<file path="config.mk">
export PLATFORM = sky130hd
export DESIGN_NAME = multi_sensor_poll_arbiter
export DESIGN_NICKNAME = d
export VERILOG_FILES = /design/src/rtl/multi_sensor_poll_arbiter.sv
export SDC_FILE = /design/constraint.sdc
export NUM_CORES = 1
export LEC_CHECK = 0
export ABC_AREA = 1
export BUFFER_PORTS_ARGS = -buffer_cell sky130_fd_sc_hd__buf_2
export CAP_MARGIN = 30
export CORE_ASPECT_RATIO = 0.75
export CORE_UTILIZATION = 30
export DETAILED_ROUTE_END_ITERATION = 8
export SLEW_MARGIN = 10
export SYNTH_ARGS = -nofsm -noshare
export SYNTH_HDL_FRONTEND = slang
export SYNTH_SLANG_ARGS = --single-unit
</file>
<file path="constraint.sdc">
create_clock -name clk -period 5.53 [get_ports clk]
set_input_delay 1.106 -clock clk [delete_from_list [all_inputs] [get_ports clk]]
set_output_delay 1.106 -clock clk [all_outputs]
set_load 0.01 [all_outputs]
</file>
<file path="src/rtl/multi_sensor_poll_arbiter.sv">
`default_nettype none
// ============================================================================
// Module   : multi_sensor_poll_arbiter
// Purpose  : Buffers PC instructions in a FIFO and periodically polls up to
//            NUM_SENSORS ADT7420 devices. It arbitrates fairly between the two
//            sources and issues one tagged transaction at a time to the I2C
//            controller.
// Revision : 1.0 - initial release
// ============================================================================
module multi_sensor_poll_arbiter #(
  parameter int         NUM_SENSORS = 4,
  parameter int         FIFO_DEPTH  = 8,
  parameter int         SYS_FREQ    = 100000000,
  parameter int         POLL_MS     = 250,
  parameter int         DATA_W      = 16,
  parameter logic [6:0] BASE_ADDR   = 7'b1001000,
  parameter logic [7:0] POLL_MODE   = 8'h02,
  parameter logic [7:0] POLL_REG    = 8'h00,
  localparam int        DW          = (NUM_SENSORS > 1) ? $clog2(NUM_SENSORS) : 1,
  localparam int        CW          = $clog2(FIFO_DEPTH) + 1
) (
  input  logic              clk,
  input  logic              reset,
  input  logic              pc_valid,
  output logic              pc_ready,
  input  logic [DW-1:0]     pc_dev,
  input  logic [7:0]        pc_mode,
  input  logic [7:0]        pc_reg,
  input  logic [DATA_W-1:0] pc_data,
  input  logic [NUM_SENSORS-1:0] enable_mask,
  input  logic              i2c_free,
  input  logic              downstream_full,
  output logic              i2c_start,
  output logic [6:0]        i2c_busaddr,
  output logic [7:0]        i2c_mode,
  output logic [7:0]        i2c_reg,
  output logic [DATA_W-1:0] i2c_data,
  output logic              i2c_src,
  output logic [DW-1:0]     i2c_dev,
  output logic [CW-1:0]     fifo_count,
  output logic              fifo_full,
  output logic              poll_overrun
);

  localparam int POLL_CYCLES = SYS_FREQ / 1000 * POLL_MS;
  localparam int TW          = (POLL_CYCLES > 1) ? $clog2(POLL_CYCLES) : 1;
  localparam int AW          = $clog2(FIFO_DEPTH);
  localparam int EW          = DW + 8 + 8 + DATA_W;

  localparam logic [TW-1:0] TIMER_LAST    = TW'(POLL_CYCLES - 1);
  localparam logic [CW-1:0] FIFO_FULL_CNT = CW'(FIFO_DEPTH);

  localparam logic [1:0] S_IDLE        = 2'd0;
  localparam logic [1:0] S_WAIT_ACCEPT = 2'd1;
  localparam logic [1:0] S_WAIT_DONE   = 2'd2;

  // FIFO storage and bookkeeping
  logic [EW-1:0]     fifo_mem_q [FIFO_DEPTH];
  logic [AW-1:0]     wr_ptr_q;
  logic [AW-1:0]     rd_ptr_q;
  logic [CW-1:0]     count_q;
  logic              push;
  logic              pop;
  logic [DW-1:0]     head_dev;
  logic [7:0]        head_mode;
  logic [7:0]        head_reg;
  logic [DATA_W-1:0] head_data;

  // Poll timer and round state
  logic [TW-1:0]     timer_q;
  logic              wrap;
  logic              poll_pending_q;
  logic [DW-1:0]     poll_idx_q;
  logic              poll_overrun_q;
  logic              poll_have;
  logic              poll_more;
  logic [DW-1:0]     poll_sel;
  logic [DW-1:0]     lowest_en;

  // Arbitration / FSM
  logic [1:0]        state_q;
  logic [1:0]        state_d;
  logic              pc_avail;
  logic              poll_avail;
  logic              grant;
  logic              pick_poll;
  logic              grant_poll;
  logic              last_grant_pc_q;

  // Registered transaction fields
  logic              start_q;
  logic [6:0]        busaddr_q;
  logic [7:0]        mode_q;
  logic [7:0]        reg_q;
  logic [DATA_W-1:0] data_q;
  logic              src_q;
  logic [DW-1:0]     dev_q;

  assign fifo_full  = (count_q == FIFO_FULL_CNT);
  assign pc_ready   = !fifo_full && !reset;
  assign fifo_count = count_q;
  assign push       = pc_valid && pc_ready;
  assign pop        = grant && !pick_poll;
  assign {head_dev, head_mode, head_reg, head_data} = fifo_mem_q[rd_ptr_q];

  // Capture an accepted PC instruction into the slot at the write pointer
  always_ff @(posedge clk) begin
    if (push) begin
      fifo_mem_q[wr_ptr_q] <= {pc_dev, pc_mode, pc_reg, pc_data};
    end
  end

  // FIFO pointers wrap naturally because the depth is a power of two
  always_ff @(posedge clk) begin
    if (reset) begin
      wr_ptr_q <= '0;
      rd_ptr_q <= '0;
      count_q  <= '0;
    end else begin
      if (push) wr_ptr_q <= wr_ptr_q + AW'(1);
      if (pop)  rd_ptr_q <= rd_ptr_q + AW'(1);
      if (push && !pop) begin
        count_q <= count_q + CW'(1);
      end else if (pop && !push) begin
        count_q <= count_q - CW'(1);
      end
    end
  end

  // Free-running poll period counter
  assign wrap = (timer_q == TIMER_LAST);

  always_ff @(posedge clk) begin
    if (reset) begin
      timer_q <= '0;
    end else begin
      timer_q <= wrap ? '0 : timer_q + TW'(1);
    end
  end

  // Find the next enabled sensor at or above the round cursor, whether any
  // enabled sensor lies beyond it, and the lowest enabled sensor overall
  always_comb begin
    poll_have = 1'b0;
    poll_sel  = '0;
    poll_more = 1'b0;
    lowest_en = '0;
    for (int i = NUM_SENSORS - 1; i >= 0; i--) begin
      if (enable_mask[i]) begin
        lowest_en = DW'(i);
        if (i >= int'(poll_idx_q)) begin
          poll_have = 1'b1;
          poll_sel  = DW'(i);
        end
      end
    end
    for (int j = 0; j < NUM_SENSORS; j++) begin
      if (enable_mask[j] && (j > int'(poll_sel))) begin
        poll_more = 1'b1;
      end
    end
  end

  // Round bookkeeping: start a round on wrap, advance per poll grant, and
  // drop the round once no enabled sensor remains ahead of the cursor
  always_ff @(posedge clk) begin
    if (reset) begin
      poll_pending_q <= 1'b0;
      poll_idx_q     <= '0;
      poll_overrun_q <= 1'b0;
    end else begin
      poll_overrun_q <= wrap && poll_pending_q;
      if (wrap && !poll_pending_q) begin
        if (|enable_mask) begin
          poll_pending_q <= 1'b1;
          poll_idx_q     <= lowest_en;
        end
      end else if (grant_poll) begin
        if (poll_more) begin
          poll_idx_q <= poll_sel + DW'(1);
        end else begin
          poll_pending_q <= 1'b0;
        end
      end else if (poll_pending_q && !poll_have) begin
        poll_pending_q <= 1'b0;
      end
    end
  end

  // FSM state register
  always_ff @(posedge clk) begin
    if (reset) begin
      state_q <= S_IDLE;
    end else begin
      state_q <= state_d;
    end
  end

  // FSM next-state: launch, wait for the controller to go busy, then idle
  always_comb begin
    state_d = state_q;
    case (state_q)
      S_IDLE:        if (grant)     state_d = S_WAIT_ACCEPT;
      S_WAIT_ACCEPT: if (!i2c_free) state_d = S_WAIT_DONE;
      S_WAIT_DONE:   if (i2c_free)  state_d = S_IDLE;
      default:                      state_d = S_IDLE;
    endcase
  end

  // FSM outputs: grant decision with alternation under contention
  always_comb begin
    pc_avail   = (count_q != '0);
    poll_avail = poll_pending_q && poll_have;
    grant      = (state_q == S_IDLE) && i2c_free && !downstream_full &&
                 (pc_avail || poll_avail);
    pick_poll  = poll_avail && (!pc_avail || last_grant_pc_q);
    grant_poll = grant && pick_poll;
  end

  // Launch pulse and transaction fields, held until the next grant
  always_ff @(posedge clk) begin
    if (reset) begin
      start_q         <= 1'b0;
      busaddr_q       <= '0;
      mode_q          <= '0;
      reg_q           <= '0;
      data_q          <= '0;
      src_q           <= 1'b0;
      dev_q           <= '0;
      last_grant_pc_q <= 1'b0;
    end else begin
      start_q <= grant;
      if (grant) begin
        last_grant_pc_q <= !pick_poll;
        if (pick_poll) begin
          busaddr_q <= BASE_ADDR + 7'(poll_sel);
          mode_q    <= POLL_MODE;
          reg_q     <= POLL_REG;
          data_q    <= '0;
          src_q     <= 1'b0;
          dev_q     <= poll_sel;
        end else begin
          busaddr_q <= BASE_ADDR + 7'(head_dev);
          mode_q    <= head_mode;
          reg_q     <= head_reg;
          data_q    <= head_data;
          src_q     <= 1'b1;
          dev_q     <= head_dev;
        end
      end
    end
  end

  assign i2c_start    = start_q;
  assign i2c_busaddr  = busaddr_q;
  assign i2c_mode     = mode_q;
  assign i2c_reg      = reg_q;
  assign i2c_data     = data_q;
  assign i2c_src      = src_q;
  assign i2c_dev      = dev_q;
  assign poll_overrun = poll_overrun_q;

endmodule
`default_nettype wire

</file>
==> impl_results.md <==
* Crit path time final at 3.136 ns
* Hold path start: state_q[1]
* Number of synthesized flops with an enable pin at 272
* Cell count of the worst hold path at 1
* Chip width at 255.1 µm
* Async S/R FF share, synth at 0%
* Slew margin rel. at 40.33%
* Postcts setup bufs at 0
* Initial antenna violation count at 4
* Maximum number of pins on one net before global-route repair at 84
* Data required time of the critical path at 5.93 ns
* Max FFs per register at 272
* Avg WL per Cell at 16.62 µm
* Clock buffer count from CTS at 38
* Crit. End Element: flip-flop
* Crit Path Max Fanout at 39
* P per Cell Area at 385.5 mW/mm²
* Initial Utilization at 30.42%
* Crit share post-route at 56.71%
* Worst Path Arrival at 3.54 ns
* First-pass GRT wire length at 52.36 mm
* Synthesized flop and latch total at 353
* Clock Skews at 0.02107 ns
* Final net count at 1411
* Sequential area share after synthesis at 67.89%
* Htree depth at 2
* Synth-to-Final Area Change at 15.78%
* Clk slew on worst S/H paths at 0.06 ns
* Clock tree buffer depth at 3
* Tightest Pin Transition at 0.8929 ns
* Synth unique cells at 42
* Post-route ant nets at 0
* DR vias at 9519
* Unrepaired setup endpoints after global routing: false
* LEAKAGE at 0.006057 µW
* Pre-antenna DRT Iters at 5
* CTS tree: done
* Largest register by flop count: fifo_mem_q
* Final Hold Vio Count at 0
* Via count of the first global-routing pass at 9083
* Port bufs at 89
* Total grt overflow at 0
* Ys flop type: edfxtp_1
* Fin. max-slew vios at 0
* Critical R2R Capture: i2c_data[9]
* Outcome: finished, final reports clean
* Drt drc at 0
* Finished Core Util at 35.22%
* Starting DRT DRC Count at 690
* Hold Crit Class: flip-flop to flip-flop
* Detailed placer's ending HPWL at 20.22 mm
* IO Count at 93
* Mapped Area at 0.01442 mm²
* GP Congestion at 0.8331
* Synthesized instance count at 1283
* Peak supply drop at 0.0002029 V
* CTS resizes at 0
* Max-cap viol count at 0
* Worst Setup Start Kind: primary input
* Clock tree root driver cell: clkbuf_16
* Critical path launch point: enable_mask[2]
* Vias per cell at 4.691
* Clock sink total at 353
* CTS Hold Bufs at 0
* Mapped Avg Cell Area at 11.24 µm²
* Hold Path End: state_q[1]
* Worst skew pair latency at 0.53 ns
* FILL cells at 4658
* Cells on worst reg2reg path at 7
* Die Span Y at 191.9 µm
* Routed WL at 33.73 mm
* Die area at 0.04895 mm²
* Share of cells above drive strength 1 at 14.77%
* Yosys warnings at 0
* R2R setup slack at 2.54 ns
* Setup TNS Final at 0 ns
* F_max at 318.9 MHz
* Kind of critical path: primary input to flip-flop
* Final Setup Violations at 0
* Core area at 0.04740 mm²
* Site row count at 69
* Gr usage total at 13.81%
==> worst max-delay path, cell delays in order <==
cell	delay [ns]
buf_2	0.13
nand2_1	0.10
nand2_2	0.08
o21ai_2	0.19
nand2_2	0.09
nand2_4	0.43
nor2_4	0.05
inv_2	0.09
ha_1	0.19
inv_1	0.10
ha_1	0.28
nand2_1	0.07
nand2_1	0.05
a21oi_1	0.17
nor2_1	0.06
nor2_1	0.08
nand2_1	0.07
o21ai_0	0.15
a21oi_1	0.05
==> cells in the mapped netlist, types with 9 or more instances <==
cell / instances / area [µm²]
nand4_1: 10 / 62.56
edfxtp_1: 272 / 8168
inv_1: 57 / 214.0
a21oi_1: 116 / 580.6
buf_2: 32 / 160.2
clkbuf_1: 21 / 78.83
ha_1: 9 / 112.6
dfxtp_1: 81 / 1622
xor2_1: 9 / 78.83
nand3_1: 54 / 270.3
buf_4: 12 / 90.09
nor3_1: 9 / 45.04
nand2_1: 370 / 1389
o21ai_0: 29 / 145.1
a32o_1: 60 / 600.6
nor2_1: 86 / 322.8
==> logic make-up (layout without fill, tap and decap cells) <==
| group | count (synthesis) | count (layout) | synth area share [%] |
|---|---|---|---|
| AO/OA/AOI/OAI | 216 | 216 | 9.780 |
| XOR/XNOR | 10 | 10 | 0.6075 |
| adder cells (fa/ha/maj) | 10 | 10 | 0.9198 |
| buffers and inverters | 134 | 237 | 4.495 |
| flip-flops | 353 | 353 | 67.89 |
| other | 1 | 5 | 0.02601 |
| AND/OR/NAND/NOR | 559 | 559 | 16.28 |
==> layout make-up <==
class | instances | area [µm²] | share of cell area (%)
Tap cell | 639 | 799.5 | 4.789
Clock inverter | 18 | 155.1 | 0.9293
Timing Repair Buffer | 106 | 598.1 | 3.582
Sequential cell | 353 | 9793 | 58.66
Multi-Input combinational cell | 798 | 4049 | 24.25
Inverter | 61 | 231.5 | 1.386
Antenna cell | 2 | 5.005 | 0.02998
Clock buffer | 52 | 1064 | 6.370
==> cell usage in the layout, fill, tap and decap left out, types with 4 or more instances in the layout <==
master	n
a21oi_1	116
a32o_1	60
buf_2	89
buf_4	15
clkbuf_1	8
clkbuf_16	38
clkbuf_8	6
clkinv_1	6
clkinv_2	9
dfxtp_1	80
edfxtp_1	272
ha_1	9
inv_1	56
nand2_1	370
nand2_2	5
nand3_1	54
nand4_1	10
nor2_1	78
nor2_2	4
nor2_4	15
nor3_1	9
o21ai_0	29
xor2_1	9
==> through the flow <==
step           instance area (µm²)  worst slack [ns]  total power [µW]  hold WS, ns  cells
2_1_floorplan                14430             1.813              3767       0.4078   1285
3_3_place_gp                 15430             1.916              4009       0.4229   1955
3_5_place_dp                 15470             1.869              4030       0.4288   1957
4_1_cts                      16690             2.403              6481       0.4400   2027
5_1_grt                      16690             2.061              6709       0.4787   2027
6_report                     16690             2.394              6436       0.4373   2029
==> metal layers <==
layer	GRT usage, %	wire [µm]	vias up
met5	0	28	-
li1	-	-	4660
met2	21.10	14860	226
met4	3.478	521	4
met1	19.99	16620	4584
met3	2.670	1705	45
==> power by group <==
part | leakage [µW] | switching (µW) | internal, µW
registers | 0.00311 | 88.6 | 2960
logic | 0.00234 | 590 | 333
clock network | 0.000600 | 1020 | 1450
==> how the worst max path moves through the flow <==
stage                        to  cells past startpoint
3_5_place_dp      fifo_count[3]                     19
3_3_place_gp      fifo_count[3]                     17
2_1_floorplan  fifo_mem_q[0][0]                      6
4_1_cts           fifo_count[3]                     19
6_report          fifo_count[3]                     19
5_1_grt           fifo_count[3]                     19
Power figures use the tool's default switching activity.
